===== config.mk =====
export PLATFORM = sky130hd
export DESIGN_NAME = fifo_ctrl
export DESIGN_NICKNAME = d
export VERILOG_FILES = /design/src/rtl/fifo_ctrl.sv
export SDC_FILE = /design/constraint.sdc
export NUM_CORES = 1
export LEC_CHECK = 0
export BUFFER_PORTS_ARGS = -buffer_cell sky130_fd_sc_hd__buf_2
export CAP_MARGIN = 40
export CORE_MARGIN = 2
export CORE_UTILIZATION = 51
export CTS_BUF_LIST = sky130_fd_sc_hd__clkbuf_8
export CTS_CLUSTER_DIAMETER = 40
export DETAILED_ROUTE_END_ITERATION = 16
export PLACE_DENSITY_LB_ADDON = 0.12
export SLEW_MARGIN = 5
export SYNTH_ARGS = -nofsm -noshare
export SYNTH_HDL_FRONTEND = slang
export SYNTH_SLANG_ARGS = --single-unit

===== constraint.sdc =====
create_clock -name clk -period 2.4 [get_ports clk]
set_input_delay 0.24 -clock clk [delete_from_list [all_inputs] [get_ports clk]]
set_output_delay 0.24 -clock clk [all_outputs]
set_load 0.01 [all_outputs]

===== src/rtl/fifo_ctrl.sv =====
// FIFO pointer/status controller: write enable, head/tail addresses, level and sticky error flags.
// Latency: status updates one edge after the request. Backpressure: a push is rejected when full unless it pops in the same cycle; a pop is rejected when empty.
module fifo_ctrl #(
   parameter int ADDR_WIDTH = 3,
   parameter int AF_TH      = 6,
   parameter int AE_TH      = 1
) (
   input  logic                  clk,
   input  logic                  reset_n,
   input  logic                  wr,
   input  logic                  rd,
   input  logic                  clr_err,
   output logic                  wr_en,
   output logic [ADDR_WIDTH-1:0] w_addr,
   output logic [ADDR_WIDTH-1:0] r_addr,
   output logic                  full,
   output logic                  empty,
   output logic                  almost_full,
   output logic                  almost_empty,
   output logic [ADDR_WIDTH:0]   level,
   output logic                  overflow,
   output logic                  underflow
);
   localparam int LW    = ADDR_WIDTH + 1;
   localparam int DEPTH = 2 ** ADDR_WIDTH;

   logic [ADDR_WIDTH-1:0] w_ptr;
   logic [ADDR_WIDTH-1:0] r_ptr;
   logic                  push_ok;
   logic                  pop_ok;
   logic                  ovf_set;
   logic                  udf_set;

   // A push into a full FIFO is allowed when a pop frees the head slot in the same cycle.
   assign push_ok = wr & (~full | rd);
   assign pop_ok  = rd & ~empty;
   assign ovf_set = wr & ~push_ok;
   assign udf_set = rd & ~pop_ok;

   assign wr_en  = push_ok;
   assign w_addr = w_ptr;
   assign r_addr = r_ptr;

   assign full         = (level == LW'(DEPTH));
   assign empty        = (level == '0);
   assign almost_full  = (level >= LW'(AF_TH));
   assign almost_empty = (level <= LW'(AE_TH));

   // reset_n is active-high here: the existing codebase named it before its polarity was fixed.
   always_ff @(posedge clk or posedge reset_n) begin
      if (reset_n) begin
         w_ptr     <= '0;
         r_ptr     <= '0;
         level     <= '0;
         overflow  <= 1'b0;
         underflow <= 1'b0;
      end else begin
         if (push_ok) w_ptr <= w_ptr + ADDR_WIDTH'(1);
         if (pop_ok)  r_ptr <= r_ptr + ADDR_WIDTH'(1);
         level     <= level + LW'(push_ok) - LW'(pop_ok);
         overflow  <= ovf_set | (overflow & ~clr_err);
         underflow <= udf_set | (underflow & ~clr_err);
      end
   end
endmodule


==> results by group <==
CTS
  • CTS Root Cell: clkbuf_8
  • Longest Clk Path Bufs: 2
  • CTS sink cnt: 12
  • Post-CTS Setup Bufs: 0
  • Worst-Skew Late Latency: approximately 0.24 ns
  • CTS Buf Count: 3
  • H-tree depth: 1
  • Clk slew on worst S/H paths: about 0.05 ns
  • CTS tree: done
  • Resized cells post-CTS: 0
  • CTS Hold Bufs: 0

Critical path
  • WS Path Type: reg -> reg
  • WP data arrival: about 2.4 ns
  • Worst setup EP type: register
  • Startpoint types: register
  • Worst R2R Setup Slack: approximately 0.18 ns
  • FF-to-FF End: level[2]
  • Cell depth of the worst flop-to-flop path: 8
  • Reg2reg start: level[2]
  • WP data required: about 2.5 ns
  • Worst setup startpoint: level[2]
  • Crit-path max FO: 4

Logic synthesis
  • Ys Warns: 0
  • Sequential share of the synthesized area: between 40 and 50%
  • #FFs+latches synth: 12
  • Cell variety after synth: 19
  • Mapped Area: slightly below 700 um2
  • Post-Syn Instances: between 50 and 60
  • Synth Area per Inst: ~11 um2
  • Post-Syn Nets: 75

Hold path
  • Hold Crit Class: in -> async

Final layout
  • Fraction of layout cells with a size suffix above 1: a little under two fifths
  • Fill cells: around 120
  • ANT cells: 0
  • Final instance area: slightly below 900 um2
  • Fin nets: ~100
  • Area growth, synth to finish: 28.6%

Place
  • Placer Congestion: 0.652
  • Buffers on Ports: 21
  • Area after DPL: roughly 800 um2
  • HPWL after DPL: between 900 and 1000 um
  • Pre-CTS setup slack: ~0.18 ns

Pwr
  • Peak VDD IR: 0.633 mV
  • Power Dens Cells: 1420 nW/um2
  • Pleak: just under 0.0005 uW

Timing
  • Fin. Hold Viols: 0
  • Minimum clock period: 2.22 ns
  • F_max: 450 MHz
  • RSZ-0062 raised after global routing: false
  • Max Transition Viols Final: 0
  • Setup TNS: 0 ns
  • Final setup margin: roughly 0.18 ns
  • Period utilization: between 90 and 100%
  • Setup Skew: approximately 0.0015 ns
  • Final Setup Violations: 0
  • Slew headroom: 68.5%
  • Worst Tran Pin Value: roughly 0.47 ns

Detailed routing
  • First-pass DRT Iterations: 4
  • Final ANT Viol Nets: 0
  • Detailed Route Iter0 Violations: 3
  • Final wirelength: around 1300 um
  • Via count: slightly below 500
  • DRC viols: 0
  • Drt wl/cell: 12.9 um
  • Vias per Instance: between 4 and 5

Die
  • FP Rows: 13
  • Core ar.: around 1300 um2
  • Initial Utilization: a little over half
  • Die Height: roughly 40 um
  • Die ar.: 1640 um2
  • Die Wd: between 40 and 50 um
  • Io pins: 22

Outcome
  • Status: finished clean

Global routing
  • Global route total overflow: 0
  • Gr usage total: 19.6%
  • Initial antenna violation count: 0
  • First-pass GRT wire length: 2000 um
  • Largest net degree at the start of global routing: 13
  • Number of global-route vias before repair: ~450

Job
  • Maximum capacitance violations: 0
==> cell families after synthesis <==
family	count (synthesis)	share of synthesized area, %
flops	12	44.3
fa+ha+maj	11	21.4
mux	2	3.87
xor+xnor	6	7.75
buf+inv	12	6.64
simple gates	8	7.19
compound gates	8	8.86
==> layout by cell type (no fill, tap or decap), drive strengths merged <==
cell	count
fa	1
buf	23
nor3b	1
xor2	4
nand2	4
a21o	1
clkbuf	4
or3b	1
a21oi	3
dfrtp	12
nor2b	1
o21ai	2
nor2	1
o211ai	1
xnor2	2
mux2	2
inv	12
o32ai	1
ha	10
==> layer usage <==
layer	GRT usage, %	wire, um
met5	0	0
met4	12.5	21
met3	5.00	76
met2	29.0	637
met1	25.0	564
==> cell usage after synthesis <==
master | number | area [um2]
inv_1 | 12 | 45.0
fa_1 | 1 | 20.0
a21o_1 | 1 | 7.51
o211ai_1 | 1 | 7.51
nor3b_2 | 1 | 12.5
o21ai_4 | 1 | 16.3
nor2b_1 | 1 | 6.26
mux2_4 | 1 | 15.0
xor2_1 | 4 | 35.0
nor2_1 | 1 | 3.75
nand2_1 | 4 | 15.0
or3b_4 | 1 | 11.3
ha_1 | 10 | 125
a21oi_1 | 3 | 15.0
o21ai_0 | 1 | 5.00
mux2_2 | 1 | 11.3
dfrtp_1 | 12 | 300
o32ai_1 | 1 | 8.76
xnor2_1 | 2 | 17.5
==> area by class of cell <==
cell class / count / area [um2] / area share [%]
clock buffer: 4 / 55.1 / 6.31
inverter: 12 / 45.0 / 5.16
multi-input combinational: 35 / 333 / 38.2
sequential: 12 / 300 / 34.4
tap: 15 / 18.8 / 2.15
timing repair buffer: 23 / 120 / 13.8
==> critical path, stage by stage (launching register included) <==
cell     delay [ns]
dfrtp_1        0.39
inv_1          0.14
ha_1           0.17
or3b_4         0.41
o21ai_4        0.18
inv_1          0.08
ha_1           0.23
fa_1           0.38
xor2_1         0.15
==> registers in the layout, summed over array words and instances, names as in the netlist <==
register / flops
level: 4
overflow: 1
r_addr: 3
underflow: 1
w_addr: 3
==> stage by stage <==
stage / hold WS [ns] / power [uW] / util, % / std cells
6_report: 0.0000745 / 1230 / 68.7 / 101
5_1_grt: 0.0606 / 1350 / 68.7 / 101
4_1_cts: 0.0189 / 1260 / 68.7 / 101
3_5_place_dp: 0.279 / 1010 / 64.4 / 97
3_3_place_gp: 0.272 / 988 / 64.4 / 97
2_1_floorplan: 0.105 / 791 / - / 59
==> how the worst max path moves through the flow <==
stage | endpoint | slack (ns)
floorplan | level[2] | 0.10
global placement | level[2] | 0.24
detailed placement | level[2] | 0.18
CTS | level[2] | 0.16
global route | level[2] | 0.06
finish | level[2] | 0.18
==> where the power goes <==
group	total, uW	switching [uW]	internal [uW]
Combinational	611	314	297
Clock	224	78.5	145
Sequential	400	94.4	306
Total	1230	487	748
Power figures use the tool's default switching activity.
